[config.mk]
export PLATFORM = sky130hd
export DESIGN_NAME = mp_grf
export DESIGN_NICKNAME = d
export VERILOG_FILES = /design/src/rtl/grf_pkg.sv /design/src/rtl/grf_rd_port.sv /design/src/rtl/mp_grf.sv
export SDC_FILE = /design/constraint.sdc
export NUM_CORES = 1
export LEC_CHECK = 0
export ABC_CLOCK_PERIOD_IN_PS = 4140
export BUFFER_PORTS_ARGS = -buffer_cell sky130_fd_sc_hd__buf_4
export CORE_ASPECT_RATIO = 1.5
export CORE_UTILIZATION = 55
export CTS_BUF_LIST = sky130_fd_sc_hd__clkbuf_16
export CTS_CLUSTER_SIZE = 14
export DETAILED_ROUTE_END_ITERATION = 8
export HOLD_SLACK_MARGIN = 0.15
export PLACE_DENSITY = 0.84
export SETUP_SLACK_MARGIN = 0.3
export SYNTH_ARGS = -nofsm -noshare
export SYNTH_HDL_FRONTEND = slang
export SYNTH_SLANG_ARGS = --single-unit
[constraint.sdc]
create_clock -name clk -period 4.14 [get_ports clk]
set_input_delay 0.621 -clock clk [delete_from_list [all_inputs] [get_ports clk]]
set_output_delay 0.621 -clock clk [all_outputs]
set_load 0.02 [all_outputs]
[src/rtl/grf_pkg.sv]
// Shared types and defaults for the multi-port general register file.
// Optional write trace is enabled with the GRF_TRACE_EN macro.
package grf_pkg;

    typedef enum logic {
        CLEAR = 1'b0,
        READY = 1'b1
    } grf_state_e;

    localparam int GRF_DATA_W = 32;
    localparam int GRF_ADDR_W = 5;
    localparam int GRF_NUM_RD = 2;
    localparam int GRF_REG0   = 0;

endpackage

[src/rtl/grf_rd_port.sv]
// One register-file read port: write bypass and busy-bit forwarding.
// Register 0 and the initialisation sweep both force a zero result.
module grf_rd_port
    import grf_pkg::*;
#(
    parameter int DATA_W = GRF_DATA_W,
    parameter int ADDR_W = GRF_ADDR_W
) (
    input  logic              ready,
    input  logic [ADDR_W-1:0] ra,
    input  logic [DATA_W-1:0] arr_data,
    input  logic              busy_bit,
    input  logic              we,
    input  logic [ADDR_W-1:0] wa,
    input  logic [DATA_W-1:0] wd,
    input  logic              set_en,
    input  logic [ADDR_W-1:0] set_addr,
    output logic [DATA_W-1:0] rd,
    output logic              rbusy
);

    localparam logic [ADDR_W-1:0] REG0 = ADDR_W'(GRF_REG0);

    logic hit_wr;
    logic hit_set;

    always_comb begin
        hit_wr  = ready && we && (wa == ra) && (wa != REG0);
        hit_set = ready && set_en && (set_addr == ra) && (set_addr != REG0);
        rd      = '0;
        rbusy   = 1'b0;
        if (ready && (ra != REG0)) begin
            rd = hit_wr ? wd : arr_data;
            // A pending set on the same register outranks the clear.
            rbusy = (hit_wr && !hit_set) ? 1'b0 : busy_bit;
        end
    end

endmodule

[src/rtl/mp_grf.sv]
// Multi-read-port register file with busy scoreboard and clear sweep.
// Define GRF_TRACE_EN to print every accepted write with its pc.
module mp_grf
    import grf_pkg::*;
#(
    parameter int DATA_W = GRF_DATA_W,
    parameter int ADDR_W = GRF_ADDR_W,
    parameter int NUM_RD = GRF_NUM_RD
) (
    input  logic                     clk,
    input  logic                     reset,
    input  logic [NUM_RD*ADDR_W-1:0] ra,
    output logic [NUM_RD*DATA_W-1:0] rd,
    output logic [NUM_RD-1:0]        rbusy,
    input  logic                     we,
    input  logic [ADDR_W-1:0]        wa,
    input  logic [DATA_W-1:0]        wd,
    input  logic                     set_en,
    input  logic [ADDR_W-1:0]        set_addr,
    input  logic [31:0]              pc,
    output logic                     ready
);

    localparam int DEPTH = 1 << ADDR_W;
    localparam logic [ADDR_W-1:0] REG0 = ADDR_W'(GRF_REG0);
    localparam logic [ADDR_W-1:0] LAST = ADDR_W'(DEPTH - 1);
    localparam logic [ADDR_W-1:0] CNT0 = ADDR_W'(1);

    grf_state_e        state_q, state_d;
    logic [ADDR_W-1:0] cnt_q, cnt_d;
    logic [DEPTH-1:0]  busy_q, busy_d;
    logic [DATA_W-1:0] mem_q [DEPTH];

    logic              mem_we;
    logic [ADDR_W-1:0] mem_wa;
    logic [DATA_W-1:0] mem_wd;
    logic              wr_acc;
    logic              set_acc;

    assign ready   = (state_q == READY);
    assign wr_acc  = ready && we && (wa != REG0);
    assign set_acc = ready && set_en && (set_addr != REG0);

    always_comb begin
        state_d = state_q;
        cnt_d   = cnt_q;
        mem_we  = 1'b0;
        mem_wa  = wa;
        mem_wd  = wd;
        unique case (state_q)
            CLEAR: begin
                mem_we = 1'b1;
                mem_wa = cnt_q;
                mem_wd = '0;
                if (cnt_q == LAST) begin
                    state_d = READY;
                end else begin
                    cnt_d = cnt_q + CNT0;
                end
            end
            READY: begin
                mem_we = wr_acc;
            end
            default: begin
                state_d = CLEAR;
            end
        endcase
    end

    always_comb begin
        busy_d = busy_q;
        if (wr_acc) begin
            busy_d[wa] = 1'b0;
        end
        if (set_acc) begin
            busy_d[set_addr] = 1'b1;
        end
    end

    always_ff @(posedge clk or negedge reset) begin
        if (!reset) begin
            state_q <= CLEAR;
            cnt_q   <= CNT0;
            busy_q  <= '0;
        end else begin
            state_q <= state_d;
            cnt_q   <= cnt_d;
            busy_q  <= busy_d;
        end
    end

    // Data array has no reset; the CLEAR sweep zeroes it instead.
    always_ff @(posedge clk) begin
        if (mem_we) begin
            mem_q[mem_wa] <= mem_wd;
        end
    end

    for (genvar k = 0; k < NUM_RD; k++) begin : g_rd
        logic [ADDR_W-1:0] ra_k;
        assign ra_k = ra[k*ADDR_W +: ADDR_W];

        grf_rd_port #(
            .DATA_W (DATA_W),
            .ADDR_W (ADDR_W)
        ) u_port (
            .ready    (ready),
            .ra       (ra_k),
            .arr_data (mem_q[ra_k]),
            .busy_bit (busy_q[ra_k]),
            .we       (we),
            .wa       (wa),
            .wd       (wd),
            .set_en   (set_en),
            .set_addr (set_addr),
            .rd       (rd[k*DATA_W +: DATA_W]),
            .rbusy    (rbusy[k])
        );
    end

`ifdef GRF_TRACE_EN
    always @(posedge clk) begin
        if (wr_acc) begin
            $display("%0t@%h: $%0d <= %h", $time, pc, wa, wd);
        end
    end
`else
    logic unused_pc;
    assign unused_pc = ^pc;
`endif

endmodule

==> results.json <==
{
  "synth.area.top_cells": "edfxtp_1, mux4_2, mux2i_1",
  "cellPowerDensity_mw_per_mm2": 389,
  "setup_viol": 0,
  "p_sw_mw": 5.28,
  "clockBufferDepth": 3,
  "rsz0062_at_grt": "no",
  "relSlewSlack": 0.273,
  "hold_path_startpoint": "set_addr[4]",
  "synth.cell_area_mm2": 0.0511,
  "detailed_place_hpwl_mm": 90.3,
  "critical_path_class": "reg2out",
  "slowest_delay_ns": 0.56,
  "min_period_ns": 3.82,
  "route.vias.total": 33600,
  "r2r_end": "mem_q[8][10]",
  "cts_tree": "done",
  "die_x_um": 251,
  "min_path_cells": 3,
  "rows": 136,
  "wl_mm": 156,
  "status": "complete, no violations",
  "hp-class": "in2reg",
  "p_int_mw": 16.9,
  "synth_top_area_frac": 0.602,
  "clock_skew_ns": 0.0313,
  "grt_pass1_wl_mm": 224,
  "io_pins": 155,
  "tightestPinTransition_ns": 1.09,
  "synth_fp_nets": 3128,
  "grt_max_degree": 77,
  "hold_violations": 0,
  "switching_share": 0.238,
  "antenna_left": 0,
  "required_ns": 3.52,
  "p_leak_nw": 19.2,
  "min_to": "busy_q[17]",
  "cts-root-buf": "clkbuf_16",
  "crit_path_start_kind": "flip-flop",
  "clock_power_share": 0.351,
  "fill_cells": 6144,
  "finalWorstSetupSlack_ns": 0.320,
  "insertion_delay_ns": 0.69,
  "synth-async-reset-ratio": 0.0358,
  "end_kind": "output port",
  "drv_cap": 0,
  "drc": 0,
  "seq_area_frac_synth": 0.620,
  "critPathSlowestCell": "dfrtp_4",
  "first_global_vias": 34700,
  "max_freq_mhz": 262,
  "ff2ff_path_depth": 6,
  "avgSynthCellArea_um2": 16.8,
  "drt-vias-per-instance": 7.72,
  "yosys.area.top_type": "edfxtp_1",
  "netlist_instances": 3038,
  "die_h_um": 375,
  "layout-drive-gt1-share": 0.236,
  "fin_crit_sh": 0.923,
  "htree_num_levels": 3,
  "yosys_warnings": 0,
  "die-area_mm2": 0.0942,
  "yosysUniqueCellTypes": 55,
  "cp_top_family": "buffers and inverters",
  "start_util": 0.556,
  "grt_antenna_before_repair": 2,
  "r2r_start": "ready",
  "synth_edf_count": 1024,
  "vdd_drop_max_v": 0.000286,
  "grtUsageTotal": 0.329,
  "numPortBuffers": 122,
  "path_buf_inv": 4,
  "clock-sinks": 1062,
  "dpl_worst_slack_ns": 0.431,
  "reg2reg_slack_ns": 0.82,
  "synth_ff_type": "edfxtp_1",
  "cts_inserted_buffers": 90,
  "nNetsFinal": 3217,
  "clkTransAtPathRegs_ns": 0.06,
  "area_growth_pct": 11.3,
  "drtIter0Drc": 4547,
  "gp_congestion": 0.868,
  "gr-total-overflow": 0,
  "first_pass_iters": 7,
  "core_area_mm2": 0.0919,
  "finalMaxSlewViolations": 0,
  "fin_tns_setup_ns": 0,
  "combPwrFrac": 0.113,
  "ys_ff_latch": 1062,
  "cp.arrival_ns": 3.20,
  "wl_per_cell_um": 35.8,
  "crit_chain": "buf_8 > inv_1 > nor3_2 > o31ai_4 > buf_12 > a21oi_1 > a211o_1 > buf_4",
  "crit_fanout": 32,
  "seq_power_share": 0.537
}
==> cell usage in the layout, fill, tap and decap left out, types with 5 or more instances in the layout <==
| master | count |
|---|---|
| a211o_1 | 63 |
| a21oi_1 | 61 |
| a221oi_1 | 207 |
| a221oi_2 | 14 |
| a22oi_1 | 95 |
| a32oi_1 | 30 |
| and2_1 | 32 |
| buf_12 | 61 |
| buf_4 | 193 |
| clkbuf_16 | 91 |
| clkinv_1 | 14 |
| clkinv_2 | 5 |
| dfrtp_1 | 36 |
| diode_2 | 7 |
| edfxtp_1 | 1024 |
| inv_1 | 34 |
| mux2i_1 | 444 |
| mux4_2 | 312 |
| nand2_1 | 87 |
| nand3_1 | 6 |
| nand3b_1 | 5 |
| nand4_1 | 5 |
| nor2_1 | 10 |
| nor2_4 | 36 |
| nor3b_1 | 31 |
| o21ai_0 | 160 |
| o21bai_1 | 31 |
| o31a_1 | 5 |
| xnor2_1 | 16 |
| xor2_1 | 7 |
==> cell type report <==
type                            count  area (um^2)  share of cell area
Inverter                            9         35.0            0.000616
Clock buffer                       91         2280              0.0400
Antenna cell                        7         17.5            0.000308
Tap cell                         1173         1470              0.0258
Sequential cell                  1062        31700               0.557
Timing Repair Buffer              260         2750              0.0483
Clock inverter                     50          260             0.00457
Multi-Input combinational cell   1704        18400               0.323
==> state kept, by name, summed over array words and instances (netlist names) <==
name and cells:
busy_q 32, cnt_q 5, mem_q 1024, ready 1
==> stage by stage <==
| stage | area, um^2 | util | power [mW] | instances | hold WS, ns |
|---|---|---|---|---|---|
| after floorplan | 51100 | - | 13.6 | 3038 | 0.325 |
| after global placement | 54300 | 0.591 | 14.5 | 4205 | 0.379 |
| after detailed placement | 54300 | 0.591 | 14.5 | 4205 | 0.395 |
| after CTS | 56900 | 0.619 | 22.1 | 4349 | 0.324 |
| after global routing | 56900 | 0.619 | 22.5 | 4350 | 0.385 |
| final | 56900 | 0.619 | 22.1 | 4356 | 0.355 |
==> power groups by stage <==
| stage | combinational, mW | sequential [mW] | clock, mW |
|---|---|---|---|
| after CTS | 2.43 | 11.9 | 7.75 |
| after global placement | 2.36 | 12.1 | 0 |
| after detailed placement | 2.40 | 12.1 | 0 |
| final | 2.50 | 11.9 | 7.77 |
| after floorplan | 1.53 | 12.1 | 0 |
| after global routing | 2.57 | 11.9 | 8.10 |
==> cells by family after synthesis <==
| kind of cell | synth area share |
|---|---|
| compound gates | 0.0996 |
| xor+xnor | 0.00394 |
| fa+ha+maj | 0.000490 |
| buf+inv | 0.0271 |
| flops | 0.620 |
| mux | 0.225 |
| simple gates | 0.0237 |
==> worst max path at each step <==
stage | startpoint | endpoint | cells after the start | slack [ns]
floorplan | ready | mem_q[0][0] | 5 | 0.77
global placement | wa[2] | rd[34] | 8 | 0.45
detailed placement | wa[2] | rd[34] | 8 | 0.43
CTS | wa[2] | rd[32] | 9 | 0.31
global route | ready | rd[2] | 8 | 0.29
finish | ready | rd[6] | 8 | 0.32
==> worst register-to-register path, stage by stage (launching register included) <==
cell and delay, ns:
dfrtp_4 0.56, nand2_1 0.08, nor2_1 0.21, nand3b_1 0.34, o31a_1 0.48, nor2_4 0.82, buf_4 0.47
==> routing by layer <==
metal	routed length, um	vias to the layer above	global-route usage
li1	-	13000	-
met1	46900	16900	0.375
met2	76000	2938	0.542
met3	20000	828	0.0819
met4	13000	2	0.238
met5	13	-	0
==> synth_stat cells, types with 2 or more instances <==
cell type / instances
nand2_1: 88
nor3_1: 3
buf_2: 43
buf_4: 52
o21ai_0: 160
nand3b_1: 5
inv_1: 8
clkbuf_1: 143
a32oi_1: 32
mux4_2: 312
buf_1: 9
nand4_1: 5
o31a_1: 5
a211o_1: 63
o31ai_1: 3
nor2b_1: 6
a21oi_1: 64
nand3_1: 6
nor2_1: 46
buf_6: 15
dfrtp_1: 37
nand2b_1: 4
nor3b_1: 31
a221oi_1: 207
a221oi_2: 14
edfxtp_1: 1024
mux2_2: 2
and2_1: 32
mux2i_1: 444
o21bai_1: 31
nand4b_1: 3
or3b_2: 2
ha_1: 2
a22oi_1: 95
xor2_1: 7
xnor2_1: 16
==> repair_timing <==
| action | 4_1_cts | 5_1_grt |
|---|---|---|
| endpoints found under the setup margin | 38 | 9 |
| hold buffers | 1 | 0 |
| buffers inserted | 2 | 0 |
| cloned | 0 | 0 |
| resized for setup | 5 | 4 |
| hold endpoints to repair | 37 | 0 |
| pin swaps | 1 | 0 |
Note: power is estimated with default switching activity, not from simulation.
